## src/rtl/collatz_responder_pkg.sv

```systemverilog
// collatz_responder_pkg: shared state encodings and default word width
package collatz_responder_pkg;

    localparam int INT_N = 16;

    typedef enum logic [1:0] {
        ST_IDLE,
        ST_RUN,
        ST_RESP
    } state_t;

endpackage

```

## src/rtl/collatz_responder_step.sv

```systemverilog
// collatz_step: one combinational Collatz step with overflow and termination flags
module collatz_step
    import collatz_responder_pkg::*;
#(
    parameter int N = INT_N
) (
    input  logic [N-1:0] cur,
    output logic [N-1:0] nxt,
    output logic         is_one,
    output logic         ovf
);

    logic [N+1:0] tri3;

    // 3*cur+1 is formed two bits wide so an overflow past N bits is observable
    always_comb begin
        tri3   = {2'b00, cur} + {1'b0, cur, 1'b0} + (N+2)'(1);
        is_one = cur == N'(1);
        ovf    = cur[0] & (|tri3[N+1:N]);
        nxt    = cur[0] ? tri3[N-1:0] : {1'b0, cur[N-1:1]};
    end

endmodule

```

## src/rtl/collatz_responder.sv

```systemverilog
// collatz_responder: request/response responder computing Collatz stopping time, one step per clock
module collatz_responder
    import collatz_responder_pkg::*;
#(
    parameter int N         = INT_N,
    parameter int MAX_STEPS = 1023
) (
    input  logic         clk,
    input  logic         rst,
    input  logic         req_valid,
    output logic         req_ready,
    input  logic [N-1:0] req_data,
    output logic         resp_valid,
    input  logic         resp_ready,
    output logic [N-1:0] resp_data,
    output logic         resp_err
);

    localparam logic [N-1:0] MAX_C = N'(MAX_STEPS);

    state_t       state;
    logic [N-1:0] cur;
    logic [N-1:0] cnt;
    logic [N-1:0] nxt;
    logic         is_one;
    logic         ovf;

    collatz_step #(.N(N)) u_step (
        .cur    (cur),
        .nxt    (nxt),
        .is_one (is_one),
        .ovf    (ovf)
    );

    // FSM: accept, iterate until 1/limit/overflow/zero, then hold the response until consumed
    always_ff @(posedge clk or posedge rst) begin
        if (rst) begin
            state      <= ST_IDLE;
            cur        <= '0;
            cnt        <= '0;
            req_ready  <= 1'b0;
            resp_valid <= 1'b0;
            resp_data  <= '0;
            resp_err   <= 1'b0;
        end else begin
            case (state)
                ST_IDLE: begin
                    if (req_valid && req_ready) begin
                        cur       <= req_data;
                        cnt       <= '0;
                        req_ready <= 1'b0;
                        state     <= ST_RUN;
                    end else begin
                        req_ready <= 1'b1;
                    end
                end
                ST_RUN: begin
                    // a zero start is reported here so every request takes at least one RUN cycle;
                    // in every terminating case the reported data is the steps completed so far
                    if (cur == '0 || is_one || cnt == MAX_C || ovf) begin
                        state      <= ST_RESP;
                        resp_valid <= 1'b1;
                        resp_data  <= cnt;
                        resp_err   <= !is_one;
                    end else begin
                        cur <= nxt;
                        cnt <= cnt + 1'b1;
                    end
                end
                ST_RESP: begin
                    if (resp_ready) begin
                        state      <= ST_IDLE;
                        resp_valid <= 1'b0;
                        req_ready  <= 1'b1;
                    end
                end
                default: state <= ST_IDLE;
            endcase
        end
    end

endmodule

```

## config.mk

```make
export PLATFORM = sky130hd
export DESIGN_NAME = collatz_responder
export DESIGN_NICKNAME = d
export VERILOG_FILES = /design/src/rtl/collatz_responder_pkg.sv /design/src/rtl/collatz_responder_step.sv /design/src/rtl/collatz_responder.sv
export SDC_FILE = /design/constraint.sdc
export NUM_CORES = 1
export LEC_CHECK = 0
export BUFFER_PORTS_ARGS = -buffer_cell sky130_fd_sc_hd__buf_2
export CAP_MARGIN = 20
export CORE_ASPECT_RATIO = 1.2
export CORE_MARGIN = 5
export CORE_UTILIZATION = 50
export DETAILED_ROUTE_END_ITERATION = 10
export PLACE_DENSITY = 0.7
export SYNTH_ARGS = -nofsm -noshare
export SYNTH_HDL_FRONTEND = slang
export SYNTH_SLANG_ARGS = --single-unit
```

## constraint.sdc

```tcl
create_clock -name clk -period 8.5 [get_ports clk]
set_input_delay 0.425 -clock clk [delete_from_list [all_inputs] [get_ports clk]]
set_output_delay 0.425 -clock clk [all_outputs]
set_load 0.02 [all_outputs]
```

After elaboration in Yosys (flattened, before gate mapping) --
Cells that the tools add are included.
Storage, ports and cells: output and inout bits 19, logic and storage cells 52, flip-flop bits (word level) 53, bits of input ports 20
Cells by class: mux-type cells 17, bitwise gates (word level) 1, reductions and logical operators 16, equality and inequality tests 8, $add $sub $neg 3
Operators with widths (number):
- 16-bit 2-to-1 mux | 5
- 16-bit case mux with 2 select lines | 2
- 16-bit by 17-bit adder with 18-bit output | 1
- 18-bit by 1-bit adder with 18-bit output, second input constant | 1
- 16-bit by 1-bit adder with 16-bit output, second input constant | 1
- 16-bit by 1-bit == test with 1-bit output, second input constant | 1
- 16-bit by 10-bit == test with 1-bit output, second input constant | 1
- 16-bit zero test | 1
- 3-bit AND reduction | 3
- 2-bit != test, second input constant | 4
- 2-bit 2-to-1 mux | 3
- 2-bit case mux with 3 select lines | 1
- 2-bit nonzero test | 3
- 1-bit 2-to-1 mux | 4
- 1-bit case mux with 2 select lines | 2
- 2-bit AND reduction | 2
- 1-bit logical OR | 3
- 2-bit by 1-bit == test with 1-bit output, second input constant | 1
- 2-bit == test, second input constant | 1
- 2-bit zero test | 1
- 2-bit OR reduction | 1
- 1-bit AND | 1
- 1-bit logical AND | 1
- 1-bit zero test | 1

Logic depth before layout (Yosys ltp) --
Gate-level depths: netlist of the first run.
depth after elaboration 7, gate-level depth with buffers 13, mapped depth without buffers 10

Cells and area by module --
From an unflattened synthesis of the first run, not the netlist that was laid out.
Second synthesis, totals: cells, all modules 416, area, all modules 3872.5 um^2
By module, submodules not included:
- collatz_responder | cells each 240, area an instance 2590.0 um^2, times used 1, seq. area each 1326.3 um^2
- collatz_step | cells each 176, area an instance 1282.5 um^2, times used 1, seq. area each 0.0 um^2

Least setup slack after synthesis of the first run --
Ideal clock, no wire load.
path type register to register, start register cur[0], end register cnt[7], path buffers 3, required time 8.431 ns, clock period less this slack 2.927 ns, arrival 2.858 ns, cell stages (with the launch flop) 14, path slack 5.573 ns, library setup time 0.069 ns, cells stage by stage dfrtp_1 -> buf_2 -> inv_1 -> buf_1 -> ha_1 -> a21oi_1 -> o211a_1 -> nor4_1 -> nor2_1 -> nand3_2 -> a2bb2oi_2 -> buf_6 -> or4_1 -> nand3_1
On the way: word-level cells in the longest chain between the ends 7, elaborated cells on any way between the ends 11, those cells by class add/sub (2); eq/ne (2); bitwise (1); reduce/logical (6)
RTL lines:
- start: declaration | RTL line collatz_responder.sv:22 | logic [N-1:0] cur;
- start signal: assignment | RTL line collatz_responder.sv:49 | cur <= req_data;
- start signal: assignment | RTL line collatz_responder.sv:66 | cur <= nxt;
- 16-bit by 17-bit adder with 18-bit output | RTL line collatz_responder_step.sv:17 | tri3 = {2'b00, cur} + {1'b0, cur, 1'b0} + (N+2)'(1);
- 18-bit by 1-bit adder with 18-bit output | RTL line collatz_responder_step.sv:17
- 2-bit OR reduction | RTL line collatz_responder_step.sv:19 | ovf = cur[0] & (|tri3[N+1:N]);
- 1-bit AND | RTL line collatz_responder_step.sv:19
- 1-bit logical OR * | RTL line collatz_responder.sv:60 | if (cur == '0 || is_one || cnt == MAX_C || ovf) begin
- 2-bit != test (no line) *
- 3-bit AND reduction (no line) *
- end signal: assignment | RTL line collatz_responder.sv:67 | cnt <= cnt + 1'b1;
- end: declaration | RTL line collatz_responder.sv:23 | logic [N-1:0] cnt;
Every way passes the cells marked *; elsewhere a longest branch is shown, timed or not. A chain may end at the register's enable or synchronous reset.

Worst setup path after layout of the first run --
start register cur[0], end register cur[6]
On the way: word-level cells in the longest chain between the ends 7, elaborated cells on any way between the ends 14, those cells by class add/sub (2); eq/ne (2); mux (3); bitwise (1); reduce/logical (6)
RTL lines (RTL line):
- 16-bit by 17-bit adder with 18-bit output | collatz_responder_step.sv:17
- 18-bit by 1-bit adder with 18-bit output | collatz_responder_step.sv:17
- 2-bit OR reduction | collatz_responder_step.sv:19
- 1-bit AND | collatz_responder_step.sv:19
- 1-bit logical OR | collatz_responder.sv:60
- 2-bit != test (no line)
- 3-bit AND reduction (no line)
Several ways; a longest one is shown, not always the timed one. The select of a mux whose other input is x is not followed.

==> metrics.txt, run 1 <==
H-tree depth 2; Vias per Instance a little under 6; max_slew headroom 54.52%; Critical Path Start Type flip-flop; Routed Antenna Nets 0; die width 88.21 um; Ports 39; Final Cycle Share between 40% and 50%; CP endpoint kind flip-flop; gr usage total 19.42%; Crit path required time about 8.7 ns; Die Area 9160 sq um; max incr delay on CP 0.78 ns; final setup violation count 0; Cells after Synth 400; FFs w/ async S/R, synth 100.0%; #FFs+latches synth 53; Hold Fails Final Rpt 0; post-detail-place hpwl around 6100 um; Most used DFF post-synth dfrtp_1; post-CTS setup buffer count 0; crit-path cells inv_1, ha_1, a21oi_1, o211a_1, nor4_1, nor2_1, nand4_1, o21ai_2, buf_4, mux2_2; Post-synth EDFFs 0; DR WL met3 ~280 um; Nets about 480; Clock Tree Buf Depth 2; min cycle time layout 3.730 ns; Setup Total Neg Slack 0 ns; commonest non-fill, non-tap cell in the layout dfrtp_1; DR WL/cell roughly 16 um; CTS Hold Bufs 0; WL met2 4363 um; Hold/Removal Path Class input port to asynchronous set/reset pin; CTS tree yes; n_diodes 0; GPL Wtd Cong 0.8721; CP arrival a little under 4 ns; commonest cells after routing, fill and taps aside dfrtp_1, o21ai_0, buf_2; status finished clean; fill count ~690; crit path kind flip-flop to flip-flop; aggregate global routing overflow 0; post-cts resize count 0; Residual DRC 0; Die H 103.8 um; Crit Path Max Fanout 34; DR top layer met4; initial antenna violation count 0; num rows 34; vias in the first global route around 3000; Inserted Clock Buffers 5; Post-Syn Area per Cell about 9 sq um; Port Buf Inserts 38; Storage cell area about 1300 sq um; Post-Syn Nets 450; largest net degree at the start of global routing between 50 and 60; Clk pin slew, worst setup/hold paths 0.11 ns; Top delay family on crit path buffers and inverters; Multi-input gate area ~2200 sq um; Core Area around 7200 sq um; Detailed Route WL 8314 um; max-slew violations 0; worst slew pin tran about 0.7 ns; layout cell share with drive strength beyond 1 ~18%; Post-Route Skew 0.01235 ns; first-pass iteration count of the detailed router 4; Met1 Wirelength around 3600 um; area delta synth->final 9.512%; Unique masters post-synth 54; clock root cell clkbuf_8; RSZ-0062 raised after global routing false; Worst Hold Slack between 0.2 and 0.3 ns; vias between 3000 and 4000; initial core utilization about half; clock latency on the worst-skew pair 0.32 ns; CP max-delay cell dfrtp_1; Highest Clock Rate approximately 270 MHz; clock sinks 53; Max-Cap Viols 0; global-route wire length before repair about 15000 um; post-synthesis cell area 3670 sq um; worst path bufs/invs 2; yosys warns 0; iteration-0 DRC count of the detailed router 120; register area share after synthesis approximately 36%
[synth_stat cells (8+ instances only)]
cell type	number	area share [%]
clkbuf_1	9	0.92
inv_1	24	2.5
o2bb2ai_1	9	2.1
ha_1	29	9.9
o211ai_1	14	2.9
dfrtp_1	53	36
o21ai_0	40	5.5
and3_1	8	1.4
mux2_4	8	3.3
nor2_1	16	1.6
mux2_2	9	2.8
nand2_1	33	3.4
nand2b_1	12	2.0
a21oi_1	24	3.3
nand3_1	20	2.7
[worst register-to-register path, stage by stage, from the launching register on]
cell	delay, ns
dfrtp_1	0.78
inv_1	0.51
ha_1	0.41
a21oi_1	0.18
o211a_1	0.21
nor4_1	0.06
nor2_1	0.19
nand4_1	0.14
o21ai_2	0.36
buf_4	0.41
mux2_2	0.39
[metal layers]
| layer | up-vias | track usage (%) |
|---|---|---|
| li1 | 1516 | - |
| met1 | 1480 | 25.23 |
| met2 | 58 | 34.01 |
| met3 | 9 | 1.350 |
| met4 | 0 | 5.508 |
| met5 | - | 0 |
[final cells by class]
cell class	instances	area share, %
multi-input combinational	306	53.95
sequential	53	33.00
timing repair buffer	42	5.666
tap	90	2.802
inverter	24	2.242
clock buffer	5	1.712
clock inverter	3	0.6227
[per-stage QoR]
stage / cell area, sq um / util, % / setup slack, ns / instances
finish: 4019 / 55.90 / 4.770 / 523
global placement: 3910 / 54.39 / 4.950 / 514
detailed placement: 3910 / 54.39 / 4.864 / 514
global route: 4019 / 55.90 / 4.415 / 523
CTS: 4004 / 55.69 / 4.806 / 522
floorplan: 3670 / - / 5.573 / 400
[cells by family (layout without fill, tap and decap cells)]
group	Yosys count	in the layout	share of synthesized area, %
compound gates	122	122	21.34
simple gates	121	121	17.25
mux	23	23	7.672
flops	53	53	36.14
fa+ha+maj	30	30	10.43
xor+xnor	10	10	2.387
buf+inv	41	74	4.773
[final timing paths]
check	startpoint	endpoint	slack [ns]	cells past startpoint
setup reg to reg	cur[0]	cur[6]	4.77	10
hold reg to reg	resp_data[6]	resp_data[6]	0.51	1
hold / removal	rst	resp_data[2]	0.28	3
min in group clk	req_data[13]	cur[13]	0.35	3
max in group asynchronous	rst	state[1]	7.76	3
setup / recovery	cur[0]	cur[6]	4.77	10
[state kept, by name, summed over array words and instances, names as in the netlist, named ones only]
signal	count
cnt	16
cur	15
req_ready	1
resp_data	16
resp_err	1
resp_valid	1
state	2
Power of run 1 is not shown: default switching activity piles up to over one toggle a cycle in this logic, so the estimate is an artifact.
==> inputs of run 2 (changes only) <==
ABC_AREA = 1   (was unset)
PLACE_DENSITY = 0.69   (was 0.7)
clock period = 3.53 ns   (was 8.5 ns; I/O delays follow)
==> run 2 against run 1 <==
Routed wire length rose by 1.4%. Count of clock-buffer cells in the layout is the same. Die area up 1.6%. Non-clock buffer count increased by 2. Synthesized cell count rose by 29%. Clock skew decreased by 0.0057 ns. Sequential cell count stayed put. Cell count is 23% higher. Setup slack got worse by 4.2 ns. Register-to-register slack worse by 4.2 ns. Sequential share of layout area decreased by 0.43 points. Highest routed layer unchanged. Global-route usage down 0.52 points.
==> metrics.txt, run 2 <==
status finished clean; final setup violation count 0 (unchanged); crit-path most repeated cell nand2_1; Crit path required time 3.74 ns (-4.97 ns); clock latency on the worst-skew pair 0.31 ns (about the same); Setup Total Neg Slack 0 ns (unchanged); Die H 104.7 um (+0.80%); commonest cells after routing, fill and taps aside nand2_1, inv_1, dfrtp_1; Residual DRC 0 (unchanged); clock root cell clkbuf_8; layout cell share with drive strength beyond 1 13.07% (-5.4 points); Leak around 2.1 nW; CTS Hold Bufs 0 (unchanged); Top delay family on crit path simple AND/OR/NAND/NOR gates; RSZ-0062 raised after global routing false; Die Area 9305 sq um (+1.6%); Highest Clock Rate 335.0 MHz (+25%); Unique masters post-synth 38 (-30%); Ports 39 (unchanged); max-slew violations 0 (unchanged); FFs w/ async S/R, synth 100.0% (unchanged); #FFs+latches synth 53 (unchanged); initial core utilization 51.34% (+0.30 points); global-route wire length before repair 14290 um (-2.4%); worst path bufs/invs 4 (+2); Routed Antenna Nets 0 (unchanged); commonest non-fill, non-tap cell in the layout nand2_1; DR WL/cell 13.15 um (-17%); post-CTS setup buffer count 0 (unchanged); post-cts resize count 0 (unchanged); Cells after Synth 516 (+29%); initial antenna violation count 0 (unchanged); Nets 600 (+24%); Post-synth EDFFs 0 (unchanged); post-synthesis cell area 3735 sq um (+1.8%); largest net degree at the start of global routing 54 (unchanged); CP endpoint kind flip-flop; post-detail-place hpwl 6332 um (+4.3%); crit path kind flip-flop to flip-flop; Cell Count, Final, Fillers Out 641 (+23%); CP max-delay cell dfrtp_1; area delta synth->final 9.012%; min cycle time layout 2.985 ns (-0.7447 ns); Inserted Clock Buffers 5 (unchanged); Area contributors post-synth dfrtp_1, nand2_1, ha_1; Core Area 7274 sq um (+1.2%); vias in the first global route 3241 (+6.5%); VDD IR-drop max roughly 0.56 mV; H-tree depth 2 (unchanged); most frequent cells after synthesis nand2_1, inv_1, dfrtp_1; CP arrival 3.19 ns (-0.75 ns); placed insts 633 (+23%); Port Buf Inserts 38 (unchanged); cell area power density around 950 nW/um^2; max incr delay on CP 0.59 ns (-0.19 ns); Post-Syn Area per Cell 7.238 sq um (-21%); Hold Fails Final Rpt 0 (unchanged); n_diodes 0 (unchanged); GPL Wtd Cong 0.8514 (-2.4%); Crit Path Max Fanout 39 (+15%); Most used DFF post-synth dfrtp_1; crit-path cells inv_1, buf_4, ha_1, nand2_1, nand2_1, nand2_1, nand2_1, nand2_1, nand2_1, a21oi_1, nand2_1, nand2_1, nand2_2, nand2_4, nand2_2, buf_4, inv_2, nand2_1, nand2_1; num rows 34 (unchanged); Detailed Route WL 8428 um (+1.4%); Max-Cap Viols 0 (unchanged); Yosys top cell by area dfrtp_1; gr usage total 18.90% (-0.52 points); first-pass iteration count of the detailed router 4 (unchanged); max_slew headroom 55.04% (+0.51 points); Critical Path Start Type flip-flop; vias 3351 (+9.4%); register area share after synthesis 35.51% (-0.63 points); Final Cycle Share 84.55% (+41 points); Largest regs cnt (16), resp_data (16), cur (15); yosys warns 0 (unchanged); die width 88.90 um (+0.78%); CTS tree yes; post-synth top area share 35.51% (-0.63 points); Post-Route Skew 0.006643 ns (-0.005705 ns); Post-Syn Nets 566 (+26%); aggregate global routing overflow 0 (unchanged); Hold/Removal Path Class input port to asynchronous set/reset pin; Clock Tree Buf Depth 2 (unchanged); iteration-0 DRC count of the detailed router 81 (-33%); Clk pin slew, worst setup/hold paths 0.11 ns (about the same); top-count cell post-synth nand2_1; Overall Power roughly 0.0039 W; Vias per Instance 5.228 (-11%); clock sinks 53 (unchanged); worst slew pin tran 0.6745 ns (-0.007670 ns)
[run 2: changes by cell type after synthesis, moves of 6 or more]
cell / change
o211ai_1: -6
and3_1: -7
inv_1: +33
nand2b_1: -12
mux2_2: -9
nand2_1: +128
o2bb2ai_1: -9
o21ai_1: +14
nand2_2: +9
mux2_4: -8
nor2_1: +15
[run 2: power by group]
part / leakage [nW] / internal, W / switching (W) / total (W)
Combinational: 1.39 / 0.000885 / 0.00168 / 0.00257
Sequential: 0.697 / 0.000768 / 0.000162 / 0.000931
Clock: 0.0447 / 0.000144 / 0.000220 / 0.000364
Total: 2.13 / 0.00180 / 0.00207 / 0.00386
[run 2: final timing paths]
check | start | endpoint | slack (ns) | cells past startpoint
setup / recovery | cur[0] | cur[11] | 0.55 | 19
hold / removal | rst | cnt[2] | 0.03 | 3
setup reg to reg | cur[0] | cur[11] | 0.55 | 19
hold reg to reg | resp_data[15] | resp_data[15] | 0.48 | 2
max in group asynchronous | rst | resp_data[9] | 3.05 | 3
min in group clk | resp_ready | state[1] | 0.07 | 2
[run 2: cells by family (layout without fill, tap and decap cells)]
kind of cell | Yosys count | after routing | synth area share [%]
and+or+nand+nor | 237 | 237 | 26.30
AOI/OAI and AO/OA | 108 | 108 | 16.35
buffers and inverters | 76 | 111 | 8.743
DFF | 53 | 53 | 35.51
adders and majority gates | 30 | 30 | 10.25
xor gates and xnor gates | 11 | 11 | 2.580
muxes | 1 | 1 | 0.2680
[run 2: cell type report]
cell class / count / area, sq um
repair buffers: 44 / 235.2
clock inverters: 3 / 25.02
inverters: 59 / 221.5
flip-flops and latches: 53 / 1326
multi-input cells: 387 / 2082
well taps: 90 / 112.6
clock buffers: 5 / 68.82
fillers: 736 / 3203
[run 2: stage by stage]
stage	hold WS (ns)	utilization [%]	instance area [sq um]	worst slack (ns)
3_5_place_dp	0.4061	54.68	3978	0.5973
5_1_grt	0.07081	55.97	4071	0.2639
3_3_place_gp	0.3985	54.68	3978	0.6819
4_1_cts	0.05286	55.97	4071	0.5452
6_report	0.02693	55.97	4071	0.5452
2_1_floorplan	0.2837	-	3735	0.9127
[run 2: routing by layer]
layer / vias up / track usage, % / wire length, um
met5: - / 0 / 0
met3: 10 / 2.756 / 225
met1: 1557 / 22.49 / 3725
li1: 1742 / - / -
met2: 42 / 33.97 / 4351
met4: 0 / 6.156 / 125
[run 2: worst reg2reg max path: stages, from the launching register on]
cell	delay, ns
dfrtp_1	0.59
inv_1	0.07
buf_4	0.21
ha_1	0.29
nand2_1	0.05
nand2_1	0.08
nand2_1	0.06
nand2_1	0.08
nand2_1	0.05
nand2_1	0.12
a21oi_1	0.08
nand2_1	0.06
nand2_1	0.06
nand2_2	0.11
nand2_4	0.20
nand2_2	0.14
buf_4	0.36
inv_2	0.15
nand2_1	0.08
nand2_1	0.05
(Power assumes the default switching activity.)
